$ cat src/rtl/alu_ops_pkg.sv
// Shared ALU op codes and issue-controller state encoding, used by the control
// unit, the ALU and the issue controller.
package alu_ops_pkg;

    localparam logic [3:0] OP_HOLD = 4'b0000;
    localparam logic [3:0] OP_ADD  = 4'b0001;
    localparam logic [3:0] OP_SUB  = 4'b0010;
    localparam logic [3:0] OP_MUL  = 4'b0011;
    localparam logic [3:0] OP_DIV  = 4'b0101;
    localparam logic [3:0] OP_AND  = 4'b0110;
    localparam logic [3:0] OP_OR   = 4'b0111;
    localparam logic [3:0] OP_NEG  = 4'b1000;
    localparam logic [3:0] OP_NOT  = 4'b1010;
    localparam logic [3:0] OP_SHL  = 4'b1100;
    localparam logic [3:0] OP_SHR  = 4'b1101;
    localparam logic [3:0] OP_ROL  = 4'b1110;
    localparam logic [3:0] OP_ROR  = 4'b1111;

    typedef logic [2:0] state_t;
    localparam state_t ST_IDLE    = 3'd0;
    localparam state_t ST_ISSUE   = 3'd1;
    localparam state_t ST_ISSUE2  = 3'd2;
    localparam state_t ST_CAPTURE = 3'd3;
    localparam state_t ST_RESP    = 3'd4;

endpackage

$ cat src/rtl/alu_op_decode.sv
// Classifies an ALU select code: legal at all, produces a 64-bit result,
// or needs the select held for two edges.
module alu_op_decode
    import alu_ops_pkg::*;
(
    input  logic [3:0] op,
    output logic       legal,
    output logic       wide,
    output logic       two_cycle
);

    always_comb begin
        legal     = 1'b0;
        wide      = 1'b0;
        two_cycle = 1'b0;
        case (op)
            OP_ADD, OP_SUB, OP_AND, OP_OR, OP_NEG, OP_NOT,
            OP_SHL, OP_SHR, OP_ROL, OP_ROR: legal = 1'b1;
            OP_MUL: begin
                legal = 1'b1;
                wide  = 1'b1;
            end
            OP_DIV: begin
                legal     = 1'b1;
                wide      = 1'b1;
                two_cycle = 1'b1;
            end
            default: legal = 1'b0;
        endcase
    end

endmodule

$ cat src/rtl/alu_issue_ctrl.sv
// Issues one request at a time to the registered ALU, sequences the two-edge
// divide, captures {RHi, RLo} and returns it over a valid/ready response.
module alu_issue_ctrl
    import alu_ops_pkg::*;
#(
    parameter int DATA_W = 32
) (
    input  logic                clk,
    input  logic                clr,
    input  logic                req_valid,
    output logic                req_ready,
    input  logic [3:0]          req_op,
    input  logic [DATA_W-1:0]   req_a,
    input  logic [DATA_W-1:0]   req_b,
    output logic [3:0]          alu_select,
    output logic [DATA_W-1:0]   alu_a,
    output logic [DATA_W-1:0]   alu_y,
    output logic [DATA_W-1:0]   alu_b,
    input  logic [2*DATA_W-1:0] alu_c,
    output logic                rsp_valid,
    input  logic                rsp_ready,
    output logic [DATA_W-1:0]   rsp_lo,
    output logic [DATA_W-1:0]   rsp_hi,
    output logic                rsp_wide,
    output logic                rsp_err,
    output logic                busy
);

    state_t              state_q, state_d;
    logic [3:0]          op_q, op_d;
    logic [DATA_W-1:0]   a_q, a_d, b_q, b_d;
    logic                div_q, div_d, wide_q, wide_d;
    logic [DATA_W-1:0]   rsp_lo_q, rsp_lo_d, rsp_hi_q, rsp_hi_d;
    logic                rsp_wide_q, rsp_wide_d, rsp_err_q, rsp_err_d;
    logic                dec_legal, dec_wide, dec_two;

    alu_op_decode u_dec (
        .op        (req_op),
        .legal     (dec_legal),
        .wide      (dec_wide),
        .two_cycle (dec_two)
    );

    always_comb begin
        state_d    = state_q;
        op_d       = op_q;
        a_d        = a_q;
        b_d        = b_q;
        div_d      = div_q;
        wide_d     = wide_q;
        rsp_lo_d   = rsp_lo_q;
        rsp_hi_d   = rsp_hi_q;
        rsp_wide_d = rsp_wide_q;
        rsp_err_d  = rsp_err_q;
        case (state_q)
            ST_IDLE: begin
                if (req_valid) begin
                    op_d   = req_op;
                    a_d    = req_a;
                    b_d    = req_b;
                    div_d  = dec_two;
                    wide_d = dec_wide;
                    // Rejected requests never reach the ALU; answer directly.
                    if (!dec_legal || (dec_two && req_b == '0)) begin
                        rsp_lo_d   = '0;
                        rsp_hi_d   = '0;
                        rsp_wide_d = 1'b0;
                        rsp_err_d  = 1'b1;
                        state_d    = ST_RESP;
                    end else begin
                        state_d    = ST_ISSUE;
                    end
                end
            end
            ST_ISSUE:   state_d = div_q ? ST_ISSUE2 : ST_CAPTURE;
            ST_ISSUE2:  state_d = ST_CAPTURE;
            ST_CAPTURE: begin
                rsp_lo_d   = alu_c[DATA_W-1:0];
                rsp_hi_d   = wide_q ? alu_c[2*DATA_W-1:DATA_W] : '0;
                rsp_wide_d = wide_q;
                rsp_err_d  = 1'b0;
                state_d    = ST_RESP;
            end
            ST_RESP:    if (rsp_ready) state_d = ST_IDLE;
            default:    state_d = ST_IDLE;
        endcase
    end

    always_ff @(posedge clk or posedge clr) begin
        if (clr) begin
            state_q    <= ST_IDLE;
            op_q       <= OP_HOLD;
            a_q        <= '0;
            b_q        <= '0;
            div_q      <= 1'b0;
            wide_q     <= 1'b0;
            rsp_lo_q   <= '0;
            rsp_hi_q   <= '0;
            rsp_wide_q <= 1'b0;
            rsp_err_q  <= 1'b0;
        end else begin
            state_q    <= state_d;
            op_q       <= op_d;
            a_q        <= a_d;
            b_q        <= b_d;
            div_q      <= div_d;
            wide_q     <= wide_d;
            rsp_lo_q   <= rsp_lo_d;
            rsp_hi_q   <= rsp_hi_d;
            rsp_wide_q <= rsp_wide_d;
            rsp_err_q  <= rsp_err_d;
        end
    end

    // Select decoded from state so an async reset drops it immediately.
    always_comb begin
        case (state_q)
            ST_ISSUE:  alu_select = op_q;
            ST_ISSUE2: alu_select = OP_DIV;
            default:   alu_select = OP_HOLD;
        endcase
    end

    assign req_ready = (state_q == ST_IDLE);
    assign busy      = (state_q != ST_IDLE);
    assign rsp_valid = (state_q == ST_RESP);
    assign alu_a     = a_q;
    assign alu_y     = a_q;
    assign alu_b     = b_q;
    assign rsp_lo    = rsp_lo_q;
    assign rsp_hi    = rsp_hi_q;
    assign rsp_wide  = rsp_wide_q;
    assign rsp_err   = rsp_err_q;

endmodule
$ cat config.mk
export PLATFORM = sky130hd
export DESIGN_NAME = alu_issue_ctrl
export DESIGN_NICKNAME = d
export VERILOG_FILES = /design/src/rtl/alu_ops_pkg.sv /design/src/rtl/alu_op_decode.sv /design/src/rtl/alu_issue_ctrl.sv
export SDC_FILE = /design/constraint.sdc
export NUM_CORES = 1
export LEC_CHECK = 0
export ABC_AREA = 0
export BUFFER_PORTS_ARGS = -buffer_cell sky130_fd_sc_hd__buf_2
export CAP_MARGIN = 20
export CORE_MARGIN = 5
export CORE_UTILIZATION = 35
export DETAILED_ROUTE_END_ITERATION = 8
export SETUP_SLACK_MARGIN = 0.15
export SYNTH_ARGS = -nofsm -noshare
export SYNTH_HDL_FRONTEND = slang
export SYNTH_SLANG_ARGS = --single-unit
$ cat constraint.sdc
create_clock -name clk -period 10 [get_ports clk]
set_input_delay 0 -clock clk [delete_from_list [all_inputs] [get_ports clk]]
set_output_delay 0 -clock clk [all_outputs]
set_load 0.005 [all_outputs]
* Yosys cells after proc, flatten, opt, wreduce, memory -nomap -nowiden
Index checks and enable logic that the tools add are counted.
Word-level totals: word-level logic and storage cells 61, flip-flop bits (word level) 139
Cells by class: reductions and logical operators 12, mux-type cells 20, equal/unequal tests 19
Operators with widths (number):
- 32-bit one-hot mux with 2 select lines | 2
- 32-bit two-way mux | 3
- 32-bit zero test | 1
- 4-bit == test (second input constant) | 6
- 3-bit one-hot mux with 5 select lines | 1
- 4-bit by 3-bit == test with 1-bit output (second input constant) | 3
- 12-bit OR reduction | 1
- 3-bit two-way mux | 3
- 4-bit by 2-bit == test with 1-bit output (second input constant) | 2
- 1-bit two-way mux | 8
- 4-bit one-hot mux with 2 select lines | 1
- 3-bit by 2-bit == test with 1-bit output (second input constant) | 2
- 4-bit by 1-bit == test with 1-bit output (second input constant) | 1
- 2-bit by 1-bit != test with 1-bit output (second input constant) | 2
- 1-bit one-hot mux with 2 select lines | 2
- 2-bit AND reduction | 2
- 3-bit by 1-bit == test with 1-bit output (second input constant) | 1
- 3-bit == test (second input constant) | 1
- 3-bit zero test | 1
- 3-bit AND reduction | 1
- 3-bit nonzero test | 1
- 2-bit != test (second input constant) | 1
- 2-bit nonzero test | 1
- 2-bit OR reduction | 1
- 3 further kinds | 3

* Longest topological paths before layout
Gate-level depths: netlist of run 1.
depth in word-level cells 8, mapped depth 9, gate-level depth less buffers 5

* By module
A second synthesis of run 1 with hierarchy kept.
Unflattened totals: cell total of the unflattened synthesis 661, area, all modules 5979.5 µm²
By module, submodules not included:
- alu_issue_ctrl | times used 1, seq. area each 3478.3 µm², area an instance 5934.4 µm², cells an instance 655
- alu_op_decode | times used 1, seq. area each 0.0 µm², area an instance 45.0 µm², cells an instance 6

* Least setup slack after synthesis of run 1
No wires, ideal clock.
path kind flip-flop to flip-flop, from register state_q[0], to register rsp_wide_q (netlist: rsp_wide), arrival 1.936 ns, required time 9.876 ns, cell stages (with the launch flop) 8, setup slack 7.940 ns, library setup time 0.124 ns, cell sequence dfrtp_1 buf_2 or3b_2 a21o_1 buf_6 clkbuf_1 a22o_1 a211o_1
On the way: word-level cells in the longest chain between the ends 3, elaborated cells on any way between the ends 7
RTL lines:
- from (decl) | RTL line alu_issue_ctrl.sv:29 | state_t state_q, state_d;
- from (signal assigned) | RTL line alu_issue_ctrl.sv:102 | state_q <= state_d;
- 3-bit zero test / 3-bit by 2-bit == test with 1-bit output (equally long branches) | RTL line alu_issue_ctrl.sv:55 | case (state_q)
- 2-bit by 1-bit != test with 1-bit output (no source line), or another cell as far along
- 3-bit AND reduction (no source line)
- to (signal assigned) | RTL line alu_issue_ctrl.sv:110 | rsp_wide_q <= rsp_wide_d;
- to (decl) | RTL line alu_issue_ctrl.sv:34 | logic rsp_wide_q, rsp_wide_d, rsp_err_q, rsp_err_d;
Several ways; a longest one is shown, not always the timed one. A chain may end at the register's enable or synchronous reset.

* Final worst setup path of run 1
from register state_q[0], to register rsp_hi_q[13] (netlist: rsp_hi[13])
On the way: word-level cells in the longest chain between the ends 3, elaborated cells on any way between the ends 7
RTL lines:
- 3-bit zero test / 3-bit by 2-bit == test with 1-bit output (equally long branches) | RTL line alu_issue_ctrl.sv:55
- 2-bit by 1-bit != test with 1-bit output (no source line), or another cell as far along
- 3-bit AND reduction (no source line)
- to (signal assigned) | RTL line alu_issue_ctrl.sv:109 | rsp_hi_q <= rsp_hi_d;
- to (decl) | RTL line alu_issue_ctrl.sv:33 | logic [DATA_W-1:0] rsp_lo_q, rsp_lo_d, rsp_hi_q, rsp_hi_d;
Several ways; a longest one is shown, not always the timed one.

==> results.txt, run 1 <==
----------------------------------------------------
[Global routing]
  Via count of the first global-routing pass ... 6916
  Largest net degree at the start of global routing ... 78
  Global-route wire length before repair ... approximately 37000 um
  Number of antenna violations at the first check in global routing ... 0
  Total grt overflow ... 0
  Global-route usage over all layers ... 20.4%

[Timing]
  Measured slew at the worst slew-check pin ... 823 ps
  Max-slew violation count ... 0
  Fin. Hold Viols ... 0
  Post-route minimum period ... 2350 ps
  Final cycle utilization of the critical path ... 23.5%
  Hold slack ... roughly 200 ps
  Setup TNS ... 0 ps
  Fmax achieved ... 425 MHz
  Worst-case headroom to the max-slew limit ... 45.1%
  Largest clock skew in the final design ... 10.2 ps
  Unrepaired setup endpoints after global routing ... false
  Setup violations, final ... 0

[Clocking]
  Clock-pin slew on the worst setup and hold paths ... approximately 60 ps
  Number of H-tree levels ... 4
  Clock sink count ... around 140
  Worst-case clock buffer depth ... 2
  Clock insertion delay at the later pin of the skew report ... 410 ps
  Setup Fix Bufs, Post-CTS ... 0
  Clock tree from TritonCTS ... done
  Post-cts gate resize count ... 0
  Clock root buffer ... clkbuf_16
  CTS hold repair buffers ... 135
  Cts bufs inserted ... 17

[Synth]
  Seq/Total Area, Yosys ... between 50 and 60%
  Number of warnings reported in the yosys synthesis log ... 0
  Share of flip-flops with an asynchronous set or reset after synthesis ... 100%
  Area of the mapped netlist ... slightly below 7000 sq um
  Top cell type's share of synthesized area ... between 50% and 60%
  Library cell occupying the most area in the post-synthesis netlist ... dfrtp_1
  #FFs+latches synth ... 139
  Gate count after technology mapping ... between 600 and 700
  Most used flip-flop cell after synthesis ... dfrtp_1
  Mapped Avg Cell Area ... 9.98 sq um
  Post-synth EDFFs ... 0
  Count of cell types in the netlist ... 35
  Synth area leaders ... dfrtp_1, nand2_1, a221o_1
  Synthesized netlist net count ... between 800 and 900

[Cells and area]
  Top library cells by usage in the layout, fill and taps aside ... buf_2, nand2_1, dfrtp_1
  Layout Utilization ... 53.0%
  Area of the multi-input gates ... 2890 sq um
  Number of nets at the end of the flow ... approximately 1200
  Finished layout cell area ... just over 10000 sq um
  Leading cell type in the layout, fill and taps excluded ... buf_2
  Area of all sequential standard cells ... ~3500 sq um
  Area delta synth->final ... 49.6%
  Number of filler cells placed in the layout ... between 1500 and 2000
  Antenna diode instance count ... 0
  Share of layout cells above drive strength 1 ... 33.4%

[Critical path]
  Reg-to-Reg Start ... state_q[0]$_DFFE_PP0P_
  Required time of the critical path ... 10290 ps
  Sort of element at the end of the critical path ... flip-flop
  Logic depth of the worst register-to-register path ... 5
  Kind of critical path ... reg -> reg
  Maximum fanout along the worst path ... 56
  Crit Reg-Reg Endpoint ... rsp_hi[13]$_DFFE_PP0P_
  Data arrival time at the worst-slack endpoint ... 2640 ps
  Worst reg-to-reg setup slack ... roughly 7600 ps
  Critical Path Source Type ... flip-flop

[Die]
  Effective utilization at floorplan ... between 30% and 40%
  Top-Level Pins ... 305
  Number of placement rows ... 51
  Horiz. Die Dim ... 150 um
  Core outline area ... around 20000 sq um
  Chip height ... roughly 150 um
  Area enclosed by the die boundary ... 22600 sq um

[Placement]
  Number of port buffers ... 304
  Placed wire-length estimate ... around 14000 um
  Final weighted congestion in routability-driven placement ... 0.795
  Area post-placement ... 8310 sq um

[Routing]
  DR vias/cell ... 5.13
  First-pass DRT Iterations ... 4
  Detailed-route DRC error count ... 0
  Count of routing violations after the opening detailed-route iteration ... 379
  Post-DRT Antenna Nets ... 0
  Wire length per cell ... 17.5 um
  Total wire length after detailed routing ... 23400 um
  Vias after detailed routing ... slightly below 7000

[Power]
  Reported leakage power ... about 5 nW
  Total chip power ... 3.12 mW
  Total power divided by cell area ... 303 nW/um^2
  Worst voltage drop across the vdd grid ... 0.000129 V

[Outcome]
  Status ... finished clean

[Worst hold path]
  Class of the worst hold path ... in -> async

[Flow run]
  Count of max-cap constraint violations ... 0

----------------------------------------------------
==> area by class of cell <==
class / instances / share of cell area, %
Clock buffer: 18 / 4.26
Clock inverter: 14 / 1.76
Inverter: 3 / 0.158
Multi-Input combinational cell: 451 / 28.0
Sequential cell: 139 / 33.7
Tap cell: 265 / 3.22
Timing Repair Buffer: 450 / 28.9
==> cells by family after synthesis <==
| family | count (synthesis) | share of synthesized area (%) |
|---|---|---|
| simple gates | 310 | 22.9 |
| compound gates | 140 | 18.6 |
| flops | 139 | 50.4 |
| buf+inv | 101 | 7.93 |
| xor+xnor | 1 | 0.127 |
==> worst max-delay path, stage by stage, from the launching register on <==
cell	delay [ps]
dfrtp_1	460
or3b_2	480
a21o_2	310
buf_4	350
a22o_1	320
a221o_1	260
==> per-stage QoR <==
stage | setup WS [ps] | cells
5_1_grt | 7570 | 1340
4_1_cts | 7650 | 1339
3_3_place_gp | 7700 | 1172
2_1_floorplan | 6280 | 691
6_report | 7650 | 1340
3_5_place_dp | 7660 | 1172
==> cell usage after synthesis, drive strengths merged (3+ instances only) <==
cell / number
a221o: 64
nor4b: 66
nor4: 6
a22o: 65
nor2: 5
clkbuf: 57
buf: 41
dfrtp: 139
nand2: 214
inv: 3
a21oi: 3
==> registers in the layout (all words and copies together), names as in the netlist, 3 cells and up <==
register,cells
alu_b,32
alu_a,32
rsp_hi,32
rsp_lo,32
state_q,3
op_q,4
==> metal layers <==
metal / share of wire (%) / track usage [%]
met2: 49 / 33.8
met3: 5.7 / 3.73
met5: 0 / 0
met4: 3.0 / 8.10
met1: 42 / 26.5
==> worst max-delay path by stage <==
stage / startpoint / end / slack, ps / cells past startpoint
finish: state_q[0]$_DFFE_PP0P_ / rsp_hi[13]$_DFFE_PP0P_ / 7650 / 5
global placement: state_q[0]$_DFFE_PP0P_ / rsp_hi[5]$_DFFE_PP0P_ / 7700 / 5
global route: state_q[0]$_DFFE_PP0P_ / rsp_lo[28]$_DFFE_PP0P_ / 7570 / 5
CTS: state_q[0]$_DFFE_PP0P_ / rsp_hi[13]$_DFFE_PP0P_ / 7650 / 5
floorplan: clr / alu_a[0]$_DFFE_PP0P_ / 6280 / 1
detailed placement: state_q[0]$_DFFE_PP0P_ / rsp_lo[29]$_DFFE_PP0P_ / 7660 / 5
==> report_power, final <==
part | switching [mW] | internal, mW | leakage (nW)
Sequential | 0.194 | 0.845 | 1.66
Clock | 0.263 | 0.405 | 0.297
Combinational | 0.664 | 0.752 | 3.08
Total | 1.12 | 2.00 | 5.03
Note: power is estimated with default switching activity, not from simulation.
==> run 2, diff against run 1 <==
- clock period: 10 -> 1.9 ns (I/O delays scaled with it)
==> run 2 against run 1 <==
Combinational power rose to 6.1 times the previous value; cell area increased by 8.6%; non-clock buffer count rose by 28; total power grew to 5.6 times the previous value; sequential power grew to 5.2 times the previous value; utilization increased by 4.5 points; clock-buffer cell count unchanged; register-to-register slack worse by 7600 ps; critical path type unchanged.
==> results.txt, run 2 (synthesized netlist as in run 1, its figures left out) <==
----------------------------------------------------
[Outcome]
  Status ... finished clean

[Clocking]
  Number of H-tree levels ... 4 (unchanged)
  Worst-case clock buffer depth ... 2 (unchanged)
  Clock sink count ... 139 (unchanged)
  Cts bufs inserted ... 17 (unchanged)
  Clock-pin slew on the worst setup and hold paths ... 60 ps (about the same)
  Clock insertion delay at the later pin of the skew report ... 420 ps (about the same)
  Clock root buffer ... clkbuf_16
  Clock tree from TritonCTS ... done

[Routing]
  Routed met1 length ... 10700 um (+7.5%)
  Metal3 WL ... 1370 um (+2.2%)
  First-pass DRT Iterations ... 5 (+1)
  DR vias/cell ... 5.15 (+0.55%)
  Wire length on met2 ... 12400 um (+8.0%)
  Detailed-route DRC error count ... 0 (unchanged)
  Total wire length after detailed routing ... 24900 um (+6.4%)
  Count of routing violations after the opening detailed-route iteration ... 346 (-8.7%)
  Wire length per cell ... 18.2 um (+4.3%)
  Post-DRT Antenna Nets ... 0 (unchanged)
  Highest metal layer with signal wires ... met4
  Vias after detailed routing ... 7050 (+2.6%)

[Die]
  Top-Level Pins ... 305 (unchanged)
  Number of placement rows ... 51 (unchanged)
  Effective utilization at floorplan ... 35.4% (unchanged)
  Chip height ... 150 um (unchanged)
  Area enclosed by the die boundary ... 22600 sq um (unchanged)
  Horiz. Die Dim ... 150 um (unchanged)
  Core outline area ... 19500 sq um (unchanged)

[Timing]
  Unrepaired setup endpoints after global routing ... true
  Largest clock skew in the final design ... 14.3 ps (+4.10 ps)
  Worst-case headroom to the max-slew limit ... 54.3% (+9.1 points)
  Max-slew violation count ... 0 (unchanged)
  Post-route minimum period ... 1860 ps (-491 ps)
  Measured slew at the worst slew-check pin ... 686 ps (-137 ps)
  Least setup slack across all paths after layout ... 38.8 ps (-7610 ps)
  Setup violations, final ... 0 (unchanged)
  Final cycle utilization of the critical path ... 98.0% (+74 points)
  Fin. Hold Viols ... 0 (unchanged)
  Setup TNS ... 0 ps (unchanged)
  Fmax achieved ... 537 MHz (+26%)

[Power]
  Reported leakage power ... 5.41 nW (+7.4%)
  Worst voltage drop across the vdd grid ... 0.000673 V (+420%)
  Total power divided by cell area ... 1560 nW/um^2 (+410%)
  Proportion of power drawn by the clock network ... 19.0% (-2.4 points)
  Fraction of power spent switching nets ... 36.7% (+0.82 points)
  Part of the total power dissipated in combinational logic ... 49.8% (+4.5 points)
  Sw power ... 6.40 mW (+470%)
  Internal power ... 11.0 mW (+450%)
  Relative contribution of sequential cells to total power ... 31.2% (-2.1 points)

[Placement]
  Area post-placement ... 8720 sq um (+4.9%)
  Final weighted congestion in routability-driven placement ... 0.817 (+2.8%)
  Number of port buffers ... 304 (unchanged)
  Place WS ... -15.0 ps (-7670 ps)
  Instance count after placement with tap cells included ... 1194 (+1.9%)
  Placed wire-length estimate ... 15100 um (+4.9%)

[Global routing]
  Global-route wire length before repair ... 37500 um (+1.6%)
  Total grt overflow ... 0 (unchanged)
  Via count of the first global-routing pass ... 6910 (-0.087%)
  Number of antenna violations at the first check in global routing ... 0 (unchanged)
  Global-route usage over all layers ... 20.9% (+0.47 points)
  Largest net degree at the start of global routing ... 114 (+46%)

[Cells and area]
  Layout Cells excl Fill ... 1368 (+2.1%)
  Antenna diode instance count ... 0 (unchanged)
  Number of nets at the end of the flow ... 1226 (+2.3%)
  Leading cell type in the layout, fill and taps excluded ... buf_2
  Top library cells by usage in the layout, fill and taps aside ... buf_2, nand2_1, dfrtp_1
  Area delta synth->final ... 62.4%
  Share of layout cells above drive strength 1 ... 40.9% (+7.5 points)
  Layout Utilization ... 57.5% (+4.5 points)
  Finished layout cell area ... 11200 sq um (+8.6%)

[Worst hold path]
  Class of the worst hold path ... in -> reg

[Critical path]
  Critical Path Source Type ... flip-flop
  Kind of critical path ... reg -> reg
  Worst reg-to-reg setup slack ... 40 ps (-7610 ps)
  Sort of element at the end of the critical path ... flip-flop
  Maximum fanout along the worst path ... 12 (-79%)
  Required time of the critical path ... 2190 ps (-8100 ps)
  Data arrival time at the worst-slack endpoint ... 2160 ps (-480 ps)

[Flow run]
  Count of max-cap constraint violations ... 0 (unchanged)

----------------------------------------------------
==> run 2: cell count changes in the layout (fill, tap and decap cells not counted), moves of 4 or more <==
cell     change
buf_4        +9
buf_6        +4
buf_12      +10
nor4b_2     +55
nor4b_4     +10
nor4b_1     -65
==> run 2: path summary, 6_finish.rpt <==
kind                                        start                endpoint  cells after the start
setup / recovery           state_q[1]$_DFFE_PP0P_  rsp_hi[15]$_DFFE_PP0P_                      5
hold / removal                          req_op[1]      wide_q$_DFFE_PP0P_                      5
setup reg to reg           state_q[1]$_DFFE_PP0P_  rsp_hi[15]$_DFFE_PP0P_                      5
hold reg to reg               op_q[3]$_DFFE_PP0P_     op_q[3]$_DFFE_PP0P_                      2
max in group asynchronous                     clr  rsp_lo[13]$_DFFE_PP0P_                      4
min in group asynchronous                     clr    alu_a[1]$_DFFE_PP0P_                      4
==> run 2: per-stage QoR <==
| stage | hold slack, ps | power [mW] |
|---|---|---|
| 6_report | 41.2 | 17.4 |
| 5_1_grt | 60.2 | 18.7 |
| 4_1_cts | 18.5 | 17.2 |
| 3_5_place_dp | 141 | 13.2 |
| 3_3_place_gp | 138 | 13.0 |
| 2_1_floorplan | 105 | 10.6 |
==> run 2: metal layers <==
metal,global-route usage (%),vias to the layer above
met5,0,-
met4,6.68,0
met3,4.03,33
met2,35.3,251
met1,27.1,3461
li1,-,3305
==> run 2: layout make-up <==
cell class | instances | area, sq um
clock buffer | 18 | 429
clock inverter | 14 | 150
fill | 1681 | 8270
inverter | 3 | 15.0
multi-input combinational | 451 | 3410
sequential | 139 | 3480
tap | 265 | 332
timing repair buffer | 478 | 3380
==> run 2: critical path, cell delays in order (launching register included) <==
cell and delay [ps]:
dfrtp_1 400, or3b_4 400, a21o_4 260, clkbuf_16 190, a22o_1 230, a221o_1 250
==> run 2: repair_timing <==
item,CTS,global route
gates resized for setup,52,13
setup endpoints to repair,137,137
buffers inserted,0,0
gates cloned,1,4
hold buffers,137,0
hold endpoints to repair,275,0
==> run 2: power groups by stage <==
| stage | registers [mW] | logic [mW] | clock network [mW] |
|---|---|---|---|
| 2_1_floorplan | 5.45 | 5.10 | 0 |
| 3_3_place_gp | 5.41 | 7.61 | 0 |
| 3_5_place_dp | 5.42 | 7.74 | 0 |
| 4_1_cts | 5.40 | 8.40 | 3.39 |
| 5_1_grt | 5.63 | 9.49 | 3.53 |
| 6_report | 5.44 | 8.69 | 3.32 |
==> run 3, diff against run 2 <==
- BUFFER_PORTS_ARGS: -buffer_cell sky130_fd_sc_hd__buf_2 -> not set
- CORE_ASPECT_RATIO: not set -> 1.4
- DONT_BUFFER_PORTS: not set -> 1
==> run 3 against run 2 <==
Total power shrank 7.6%; first-iteration DRC count shrank 6.1%; clock power is essentially flat; non-clock buffer count shrank 315; critical endpoint is now rsp_hi[28]$_DFFE_PP0P_; largest power group unchanged; highest routed layer unchanged.
==> results.txt, run 3 (synthesized netlist as in run 1, its figures left out) <==
----------------------------------------------------
[Routing]
  Count of routing violations after the opening detailed-route iteration ... 325 (-6.1%)
  Post-DRT Antenna Nets ... 0 (unchanged)
  Wire length per cell ... 23.0 um (+26%)
  Vias after detailed routing ... 6128 (-13%)
  Routed met1 length ... 8710 um (-18%)
  Total wire length after detailed routing ... 23800 um (-4.6%)
  First-pass DRT Iterations ... 5 (unchanged)
  DR vias/cell ... 5.92 (+15%)
  Highest metal layer with signal wires ... met4
  Wire length on met2 ... 12500 um (+1.2%)
  Detailed-route DRC error count ... 0 (unchanged)
  Metal3 WL ... 2030 um (+48%)

[Placement]
  Number of port buffers ... 0 (-100%)
  Final weighted congestion in routability-driven placement ... 0.824 (+0.92%)
  Place WS ... -119 ps (-104 ps)
  Area post-placement ... 7140 sq um (-18%)
  Placed wire-length estimate ... 14500 um (-3.8%)

[Power]
  Reported leakage power ... 4.11 nW (-24%)
  Relative contribution of sequential cells to total power ... 37.8% (+6.6 points)
  Part of the total power dissipated in combinational logic ... 41.4% (-8.4 points)
  Fraction of power spent switching nets ... 37.9% (+1.2 points)
  Internal power ... 10.0 mW (-9.4%)
  Sw power ... 6.10 mW (-4.6%)
  Total chip power ... 16.1 mW (-7.6%)
  Worst voltage drop across the vdd grid ... 0.000739 V (+9.9%)
  Proportion of power drawn by the clock network ... 20.8% (+1.8 points)
  Total power divided by cell area ... 1680 nW/um^2 (+7.9%)

[Global routing]
  Global-route wire length before repair ... 36600 um (-2.3%)
  Via count of the first global-routing pass ... 6604 (-4.4%)
  Largest net degree at the start of global routing ... 70 (-39%)
  Total grt overflow ... 0 (unchanged)
  Global-route usage over all layers ... 20.1% (-0.81 points)
  Number of antenna violations at the first check in global routing ... 0 (unchanged)

[Critical path]
  Largest delay share family, worst path ... compound AO/OA/AOI/OAI gates
  Slowest Stage Delay on Critical Path ... 400 ps (about the same)
  Reg-to-Reg Start ... state_q[1]$_DFFE_PP0P_
  Maximum fanout along the worst path ... 18 (+6)
  Buffers and inverters on the worst path ... 1 (unchanged)
  Worst setup startpoint ... state_q[1]$_DFFE_PP0P_
  Required time of the critical path ... 2180 ps (about the same)
  Data arrival time at the worst-slack endpoint ... 2150 ps (about the same)
  Kind of critical path ... reg -> reg
  Sort of element at the end of the critical path ... flip-flop
  Critical Path Source Type ... flip-flop
  Standard cell with the maximum stage delay on the critical path ... dfrtp_1
  Cells along the critical path ... or3b_4, a21o_4, buf_12, a22o_1, a221o_1

[Die]
  Effective utilization at floorplan ... 35.7% (+0.31 points)
  Top-Level Pins ... 305 (unchanged)
  Core outline area ... 19300 sq um (-0.87%)
  Number of placement rows ... 60 (+18%)
  Chip height ... 176 um (+17%)
  Area enclosed by the die boundary ... 22600 sq um (+0.17%)
  Horiz. Die Dim ... 129 um (-14%)

[Flow run]
  Count of max-cap constraint violations ... 0 (unchanged)

[Timing]
  Least setup slack across all paths after layout ... 30.1 ps (-8.76 ps)
  Setup violations, final ... 0 (unchanged)
  Unrepaired setup endpoints after global routing ... true
  Fin. Hold Viols ... 0 (unchanged)
  Final cycle utilization of the critical path ... 98.4% (+0.46 points)
  Measured slew at the worst slew-check pin ... 613 ps (-72.8 ps)
  Fmax achieved ... 535 MHz (-0.47%)
  Max-slew violation count ... 0 (unchanged)
  Worst-case headroom to the max-slew limit ... 59.1% (+4.9 points)
  Post-route minimum period ... 1870 ps (+8.76 ps)
  Setup TNS ... 0 ps (unchanged)
  Largest clock skew in the final design ... 9.73 ps (-4.52 ps)

[Worst hold path]
  Hold Path Origin ... req_valid
  Class of the worst hold path ... in -> reg

[Clocking]
  Cts bufs inserted ... 17 (unchanged)
  Worst-case clock buffer depth ... 2 (unchanged)
  Clock root buffer ... clkbuf_16
  Clock sink count ... 139 (unchanged)
  Number of H-tree levels ... 4 (unchanged)
  Clock-pin slew on the worst setup and hold paths ... 60 ps (about the same)
  Clock insertion delay at the later pin of the skew report ... 410 ps (about the same)
  Clock tree from TritonCTS ... done

[Cells and area]
  Area of all sequential standard cells ... 3480 sq um (unchanged)
  Number of nets at the end of the flow ... 911 (-26%)
  Leading cell type in the layout, fill and taps excluded ... nand2_1
  Antenna diode instance count ... 0 (unchanged)
  Layout Utilization ... 49.7% (-7.9 points)
  Top library cells by usage in the layout, fill and taps aside ... nand2_1, dfrtp_1, dlygate4sd3_1
  Number of filler cells placed in the layout ... 1637 (-2.6%)
  Area of the multi-input gates ... 3390 sq um (-0.62%)
  Finished layout cell area ... 9580 sq um (-14%)
  Share of layout cells above drive strength 1 ... 17.0% (-24 points)
  Area delta synth->final ... 38.9%

[Outcome]
  Status ... finished clean

----------------------------------------------------
[run 3: cell types whose count changed in the layout (fill, tap and decap cells not counted), moves of 2 or more]
cell      change
buf_12        +2
buf_2       -304
buf_4        -11
buf_6         -3
clkinv_4      -2
inv_8         -2
[run 3: power by group through the flow]
stage	registers [mW]	clock network, mW	logic, mW
final	6.09	3.35	6.67
after detailed placement	6.10	0	5.63
after global routing	6.27	3.54	7.30
after global placement	6.03	0	5.33
after floorplan	5.45	0	5.10
after CTS	6.09	3.45	6.44
[run 3: area by class of cell]
class                      instances  area share, %
sequential                       139           36.3
multi-input combinational        451           35.4
timing repair buffer             163           18.8
clock buffer                      17           4.44
tap                              248           3.24
clock inverter                    14           1.68
inverter                           3          0.157
[run 3: repair_timing]
item	4_1_cts	5_1_grt
pin swaps	0	1
gates resized for setup	58	5
cloned	1	2
endpoints found under the hold margin	275	0
setup buffers	0	1
hold buffers	137	0
setup endpoints to repair	136	114
[run 3: final timing paths]
| kind | endpoint | slack, ps | depth (start not counted) |
|---|---|---|---|
| worst max-delay path | rsp_hi[28]$_DFFE_PP0P_ | 30 | 5 |
| worst min-delay path | rsp_err$_DFFE_PP0P_ | 40 | 4 |
| worst max register to register | rsp_hi[28]$_DFFE_PP0P_ | 30 | 5 |
| worst min register to register | wide_q$_DFFE_PP0P_ | 460 | 2 |
| max in group asynchronous | rsp_hi[31]$_DFFE_PP0P_ | 1080 | 3 |
| min in group asynchronous | rsp_lo[29]$_DFFE_PP0P_ | 220 | 3 |
[run 3: tightest hold or removal path: cells and delay by family]
family	cells	cell delay [ps]
AND/OR/NAND/NOR	3	300
AO/OA/AOI/OAI	1	100
[run 3: metrics by stage]
stage / hold slack [ps] / cells
3_5_place_dp: -186 / 863
2_1_floorplan: 105 / 691
6_report: 36.2 / 1035
3_3_place_gp: -188 / 863
4_1_cts: 5.69 / 1032
5_1_grt: 14.4 / 1035
[run 3: per-layer routing]
metal	global-route usage (%)	up-vias
met4	7.18	0
li1	-	2680
met2	35.3	322
met5	0	-
met3	6.39	39
met1	22.7	3087
